===== config.mk =====
export PLATFORM = sky130hd
export DESIGN_NAME = vx_tcu_fedp_ctrl
export DESIGN_NICKNAME = d
export VERILOG_FILES = /design/src/rtl/vx_tcu_fedp_ctrl_pkg.sv /design/src/rtl/vx_tcu_fedp_ctrl_tracker.sv /design/src/rtl/vx_tcu_fedp_ctrl.sv
export SDC_FILE = /design/constraint.sdc
export NUM_CORES = 1
export LEC_CHECK = 0
export ABC_AREA = 1
export ABC_CLOCK_PERIOD_IN_PS = 5150
export CAP_MARGIN = 20
export CORE_MARGIN = 2
export CORE_UTILIZATION = 40
export DETAILED_ROUTE_END_ITERATION = 16
export MAX_ROUTING_LAYER = met4
export PLACE_DENSITY = 0.81
export SETUP_SLACK_MARGIN = 0.1
export SYNTH_ARGS = -nofsm -noshare
export SYNTH_HDL_FRONTEND = slang
export SYNTH_SLANG_ARGS = --single-unit

===== constraint.sdc =====
create_clock -name clk -period 5.15 [get_ports clk]
set_input_delay 0.515 -clock clk [delete_from_list [all_inputs] [get_ports clk]]
set_output_delay 0.515 -clock clk [all_outputs]
set_load 0.05 [all_outputs]

===== src/rtl/vx_tcu_fedp_ctrl_pkg.sv =====
// ---------------------------------------------------------------------------
// vx_tcu_fedp_ctrl_pkg
//
// Shared TCU definitions used by the FEDP issue/writeback controller and its
// step tracker:
//   - FEDP source format encodings (FMT_FP16, FMT_BF16)
//   - accumulator-slot count and ID width shared by controller and tracker
//   - tracker entry struct {valid, acc_id, last}
// ---------------------------------------------------------------------------
package vx_tcu_fedp_ctrl_pkg;

    // FEDP source format encodings carried on req_fmt_s / fedp_fmt_s
    localparam logic [2:0] FMT_FP16 = 3'd2;
    localparam logic [2:0] FMT_BF16 = 3'd3;

    // Accumulator slot count; the tracker entry stores an ID of this width,
    // so the controller's NUM_ACC must match it.
    localparam int TCU_NUM_ACC = 4;
    localparam int TCU_ACCW    = $clog2(TCU_NUM_ACC);

    // One in-flight FEDP step as seen by the tracker
    typedef struct packed {
        logic                valid;
        logic [TCU_ACCW-1:0] acc_id;
        logic                last;
    } trk_entry_t;

endpackage


===== src/rtl/vx_tcu_fedp_ctrl_tracker.sv =====
// ---------------------------------------------------------------------------
// vx_tcu_fedp_ctrl_tracker
//
// LATENCY-deep shift register that mirrors the FEDP pipeline. Each stage
// holds the {valid, acc_id, last} tag of the step occupying the matching
// FEDP stage. The register only advances when the FEDP advances, so the
// tail entry always describes the value currently on fedp_d_val.
//
// Ports:
//   clk      in   clock
//   reset    in   asynchronous active-high reset; flushes every stage
//   enable   in   advance (same as the FEDP enable)
//   in_entry in   tag entering stage 0 (valid=0 for a bubble)
//   tail     out  tag of the step at the FEDP output
// ---------------------------------------------------------------------------
module vx_tcu_fedp_ctrl_tracker
    import vx_tcu_fedp_ctrl_pkg::*;
#(
    parameter int LATENCY = 4
) (
    input  logic       clk,
    input  logic       reset,
    input  logic       enable,
    input  trk_entry_t in_entry,
    output trk_entry_t tail
);

    trk_entry_t stages [LATENCY];

    // Shift every stage forward only on enabled cycles; a reset flushes all
    // stages so any steps left in the FEDP are ignored afterwards.
    always_ff @(posedge clk or posedge reset) begin
        if (reset) begin
            for (int i = 0; i < LATENCY; i++) begin
                stages[i] <= '0;
            end
        end else if (enable) begin
            stages[0] <= in_entry;
            for (int i = 1; i < LATENCY; i++) begin
                stages[i] <= stages[i-1];
            end
        end
    end

    assign tail = stages[LATENCY-1];

endmodule


===== src/rtl/vx_tcu_fedp_ctrl.sv =====
// ---------------------------------------------------------------------------
// vx_tcu_fedp_ctrl
//
// Issue and writeback controller for the tensor-core fused dot-product
// (FEDP) pipeline. Accepts step requests, forwards operands into the FEDP,
// chains K-accumulation through an accumulator file (with same-cycle
// writeback bypass), tracks in-flight steps, and returns final
// accumulations through a single-entry response register.
//
// Ports:
//   clk, reset                    clock, async active-high reset
//   req_valid / req_ready         step request handshake
//   req_fmt_s, req_a_row,
//   req_b_col, req_c_val          step operands and format
//   req_acc_id, req_first,
//   req_last                      accumulator slot and chain markers
//   fedp_enable                   FEDP pipeline advance
//   fedp_fmt_s, fedp_a_row,
//   fedp_b_col, fedp_c_val        FEDP operand inputs
//   fedp_d_val                    FEDP result (from the tail stage)
//   rsp_valid / rsp_ready         response handshake
//   rsp_acc_id, rsp_d_val         returned slot and final value
// ---------------------------------------------------------------------------
module vx_tcu_fedp_ctrl
    import vx_tcu_fedp_ctrl_pkg::*;
#(
    parameter  int N       = 2,
    parameter  int XLEN    = 32,
    parameter  int LATENCY = 4,
    parameter  int NUM_ACC = TCU_NUM_ACC,
    localparam int ACCW    = $clog2(NUM_ACC)
) (
    input  logic                clk,
    input  logic                reset,

    input  logic                req_valid,
    output logic                req_ready,
    input  logic [2:0]          req_fmt_s,
    input  logic [N*XLEN-1:0]   req_a_row,
    input  logic [N*XLEN-1:0]   req_b_col,
    input  logic [XLEN-1:0]     req_c_val,
    input  logic [ACCW-1:0]     req_acc_id,
    input  logic                req_first,
    input  logic                req_last,

    output logic                fedp_enable,
    output logic [2:0]          fedp_fmt_s,
    output logic [N*XLEN-1:0]   fedp_a_row,
    output logic [N*XLEN-1:0]   fedp_b_col,
    output logic [XLEN-1:0]     fedp_c_val,
    input  logic [XLEN-1:0]     fedp_d_val,

    output logic                rsp_valid,
    input  logic                rsp_ready,
    output logic [ACCW-1:0]     rsp_acc_id,
    output logic [XLEN-1:0]     rsp_d_val
);

    trk_entry_t         tail;
    trk_entry_t         issue_entry;
    logic               wb_fire;
    logic               wb_same_id;
    logic               issue;
    logic [NUM_ACC-1:0] busy;
    logic [NUM_ACC-1:0] busy_next;
    logic [XLEN-1:0]    acc [NUM_ACC];

    // The pipe only freezes when a final result reaches the tail while the
    // response register is still held; draining and refilling it in the
    // same cycle keeps the pipe moving.
    assign fedp_enable = !(tail.valid && tail.last && rsp_valid && !rsp_ready);
    assign wb_fire     = tail.valid && fedp_enable;
    assign wb_same_id  = wb_fire && (tail.acc_id == req_acc_id);

    // A busy slot is still accepted when its producer writes back this
    // cycle, because the result is bypassed straight into fedp_c_val.
    assign req_ready = fedp_enable && !(busy[req_acc_id] && !wb_same_id);
    assign issue     = req_valid && req_ready;

    assign fedp_fmt_s = req_fmt_s;

    // Operand forwarding: zero when nothing issues. A first step takes the
    // caller's initial value even if a writeback to the same slot fires.
    always_comb begin
        fedp_a_row = '0;
        fedp_b_col = '0;
        fedp_c_val = '0;
        if (issue) begin
            fedp_a_row = req_a_row;
            fedp_b_col = req_b_col;
            if (req_first) begin
                fedp_c_val = req_c_val;
            end else if (wb_same_id) begin
                fedp_c_val = fedp_d_val;
            end else begin
                fedp_c_val = acc[req_acc_id];
            end
        end
    end

    always_comb begin
        issue_entry        = '0;
        issue_entry.valid  = issue;
        issue_entry.acc_id = req_acc_id;
        issue_entry.last   = req_last;
    end

    vx_tcu_fedp_ctrl_tracker #(
        .LATENCY (LATENCY)
    ) tracker (
        .clk      (clk),
        .reset    (reset),
        .enable   (fedp_enable),
        .in_entry (issue_entry),
        .tail     (tail)
    );

    // Scoreboard next state: the clear from writeback is applied first so
    // that a same-slot issue in the same cycle leaves the slot busy.
    always_comb begin
        busy_next = busy;
        if (wb_fire) begin
            busy_next[tail.acc_id] = 1'b0;
        end
        if (issue) begin
            busy_next[req_acc_id] = 1'b1;
        end
    end

    always_ff @(posedge clk or posedge reset) begin
        if (reset) begin
            busy <= '0;
        end else begin
            busy <= busy_next;
        end
    end

    // Accumulator file: every writeback records the partial sum so the next
    // step of the chain can read it.
    always_ff @(posedge clk or posedge reset) begin
        if (reset) begin
            for (int i = 0; i < NUM_ACC; i++) begin
                acc[i] <= '0;
            end
        end else if (wb_fire) begin
            acc[tail.acc_id] <= fedp_d_val;
        end
    end

    // Single-entry response register: a final writeback loads it; otherwise
    // a consumer accept empties it.
    always_ff @(posedge clk or posedge reset) begin
        if (reset) begin
            rsp_valid  <= 1'b0;
            rsp_acc_id <= '0;
            rsp_d_val  <= '0;
        end else if (wb_fire && tail.last) begin
            rsp_valid  <= 1'b1;
            rsp_acc_id <= tail.acc_id;
            rsp_d_val  <= fedp_d_val;
        end else if (rsp_ready) begin
            rsp_valid  <= 1'b0;
        end
    end

endmodule


==> results.tsv <==
stage	metric	value	unit
status	outcome	completed	
pwr	pwr-share-comb	48.8	%
pwr	seqPwrFrac	33.7	%
pwr	power.leakage	7.36	nW
floorplan	chipHeight	162	um
place	dpl_worst_slack	1.14	ns
yosys	yosys_register_bits	183	
final_layout	final_nets	1980	
route	drt_pass1_iterations	5	
floorplan	start_util	40.8	%
worst_hold_path	hold_depth	1	
route	wl_per_cell	15.8	um
floorplan	ios	403	
critical_path	critical_path_arrival	3.55	ns
yosys	synth_top_cell_by_area	dfrtp_1	
clock_tree	cts.sinks	183	
timing	period_needed	4.07	ns
route	drt_iter0_markers	918	
run	cap_violations	0	
clock_tree	cts_resized	0	
final_layout	layout_commonest_cell	nor2_1	
clock_tree	clk_latency	0.43	ns
clock_tree	root_buffer	clkbuf_16	
pwr	switchingPower	3.38	mW
final_layout	syn2layout_area_growth	44.6	%
yosys	synth_area_leaders	dfrtp_1 (46%), nor2_1 (15%), nand2_1 (11%)	
pwr	p_int	3.89	mW
clock_tree	cts_htree_levels	4	
timing	hold_viol	0	
yosys	synthesis.nets	1636	
final_layout	final_core_util	59.0	%
critical_path	critPathKind	in -> out	
place	gp_congestion	0.851	
global_routing	antenna_found_initial	0	
route	vias	10300	
global_routing	grt_overflow	0	
global_routing	track_usage	25.8	%
place	dpl.hpwl	23800	um
pwr	switching_share	46.5	%
route	drcViolationCount	0	
floorplan	core_area	0.0243	mm2
timing	worstMarginPinSlew	1.11	ns
route	ant_nets	0	
floorplan	fp.dieW	162	um
yosys	ys_seq_area_share	46.1	%
final_layout	final_cell_mix	nor2_1 (406), clkdlybuf4s50_1 (296), nand2_1 (288)	
global_routing	first_global_vias	9807	
final_layout	drive_gt1_share	11.9	%
timing	setup_violations	0	
critical_path	worstPathMaxFanout	21	
global_routing	grt_max_degree	127	
route	wirelength	33400	um
critical_path	setup.worst_path.end_class	output port	
clock_tree	cts_setup_buffers	0	
timing	max_freq	0.246	GHz
pwr	p_per_area	506	mW/mm2
global_routing	grt_pass1_wl	51900	um
yosys	synth_top_area_share	46.1	%
yosys	synth_area	0.00993	mm2
yosys	netlist_instances	1433	
timing	setup_tns	0	ns
yosys	ys_types	19	
timing	relSlewSlack	26.2	%
critical_path	start_kind	primary input	
worst_hold_path	hold_class	reg -> reg	
pwr	irDropWorstVdd	334	uV
timing	hold_ws	0.467	ns
timing	setup_ws	1.08	ns
pwr	finalPower	7.26	mW
critical_path	r2r_cells	8	
critical_path	required	4.64	ns
yosys	yosys_warnings	0	
floorplan	dieArea	0.0261	mm2
clock_tree	clock_path_buffers	2	
pwr	p_clk_share	17.4	%
timing	slew_violations	0	
place	io_buffers	396	
yosys	postSynthAreaPerCell	6.93	um2
route	vias_per_cell	4.86	
clock_tree	ctsHoldBuffers	0	
clock_tree	path_clk_slew	0.07	ns
clock_tree	cts_buffers	17	
timing	rsz0062_at_grt	no	
final_layout	diodes	0	
clock_tree	cts_tree	done	
floorplan	num_rows	57	
timing	fin_skew	0.0146	ns
timing	period_share	79.0	%
-- kinds of logic after synthesis --
group	count (synthesis)	synth area share [%]
AOI/OAI and AO/OA	170	8.57
buffers and inverters	260	11.9
DFF	183	46.1
and+or+nand+nor	820	33.4
-- final timing paths --
| kind | start | slack (ns) | end |
|---|---|---|---|
| worst max register to register | tracker.tail[3]$_DFFE_PP0N_ | 2.60 | acc[27]$_DFFE_PP0P_ |
| max in group asynchronous | reset | 3.96 | acc[69]$_DFFE_PP0P_ |
| min in group asynchronous | reset | 0.58 | acc[92]$_DFFE_PP0P_ |
| worst min-delay path | tracker.stages[7]$_DFFE_PP0N_ | 0.47 | tracker.tail[3]$_DFFE_PP0N_ |
| worst max-delay path | req_acc_id[0] | 1.08 | fedp_c_val[18] |
| worst min register to register | tracker.stages[7]$_DFFE_PP0N_ | 0.47 | tracker.tail[3]$_DFFE_PP0N_ |
-- critical path: stages --
cell,delay [ns]
clkdlybuf4s50_1,0.54
inv_2,0.17
nand2_1,0.07
nand2_1,0.06
nand2_1,0.07
nor2_2,0.85
buf_4,0.34
nor2_1,0.06
nor2_1,0.11
nor2_1,0.05
clkdlybuf4s50_1,0.70
-- per-stage QoR --
| stage | cell area (um2) | instances |
|---|---|---|
| after floorplan | 9930 | 1433 |
| after global placement | 13800 | 2082 |
| after detailed placement | 13800 | 2082 |
| after CTS | 14400 | 2114 |
| after global routing | 14400 | 2114 |
| final | 14400 | 2114 |
-- sequential cells by signal, indices dropped and copies added (netlist names) --
name,count
tracker.stages,12
rsp_valid,1
rsp_d_val,32
tracker.tail,4
rsp_acc_id,2
acc,128
busy,4
-- routing by layer --
metal  GRT usage (%)  wire length, um
met1            32.4            13700
met2            42.0            16200
met3            5.26             2770
met4            8.56              777
met5               -                0
-- synthesized netlist by cell type, drive strengths merged --
library cell and n:
nor2 420, nand2 292, dfrtp 183, inv 170, o21ai 170, nand3 69
buf 67, or2 34, clkbuf 23, nand3b 4, nand4 1
-- power groups by stage --
stage | combinational (mW) | sequential (mW) | clock (mW)
2_1_floorplan | 2.02 | 2.81 | 0
3_3_place_gp | 3.47 | 2.43 | 0
3_5_place_dp | 3.54 | 2.45 | 0
4_1_cts | 3.56 | 2.44 | 1.28
5_1_grt | 3.82 | 2.52 | 1.35
6_report | 3.55 | 2.45 | 1.27
-- cell type report --
class | count | area, um2
clock inverters | 14 | 133
flip-flops and latches | 183 | 4580
inverters | 170 | 642
clock buffers | 18 | 439
fillers | 2162 | 9960
multi-input cells | 990 | 4200
well taps | 324 | 405
repair buffers | 415 | 3950
Power figures use the tool's default switching activity.
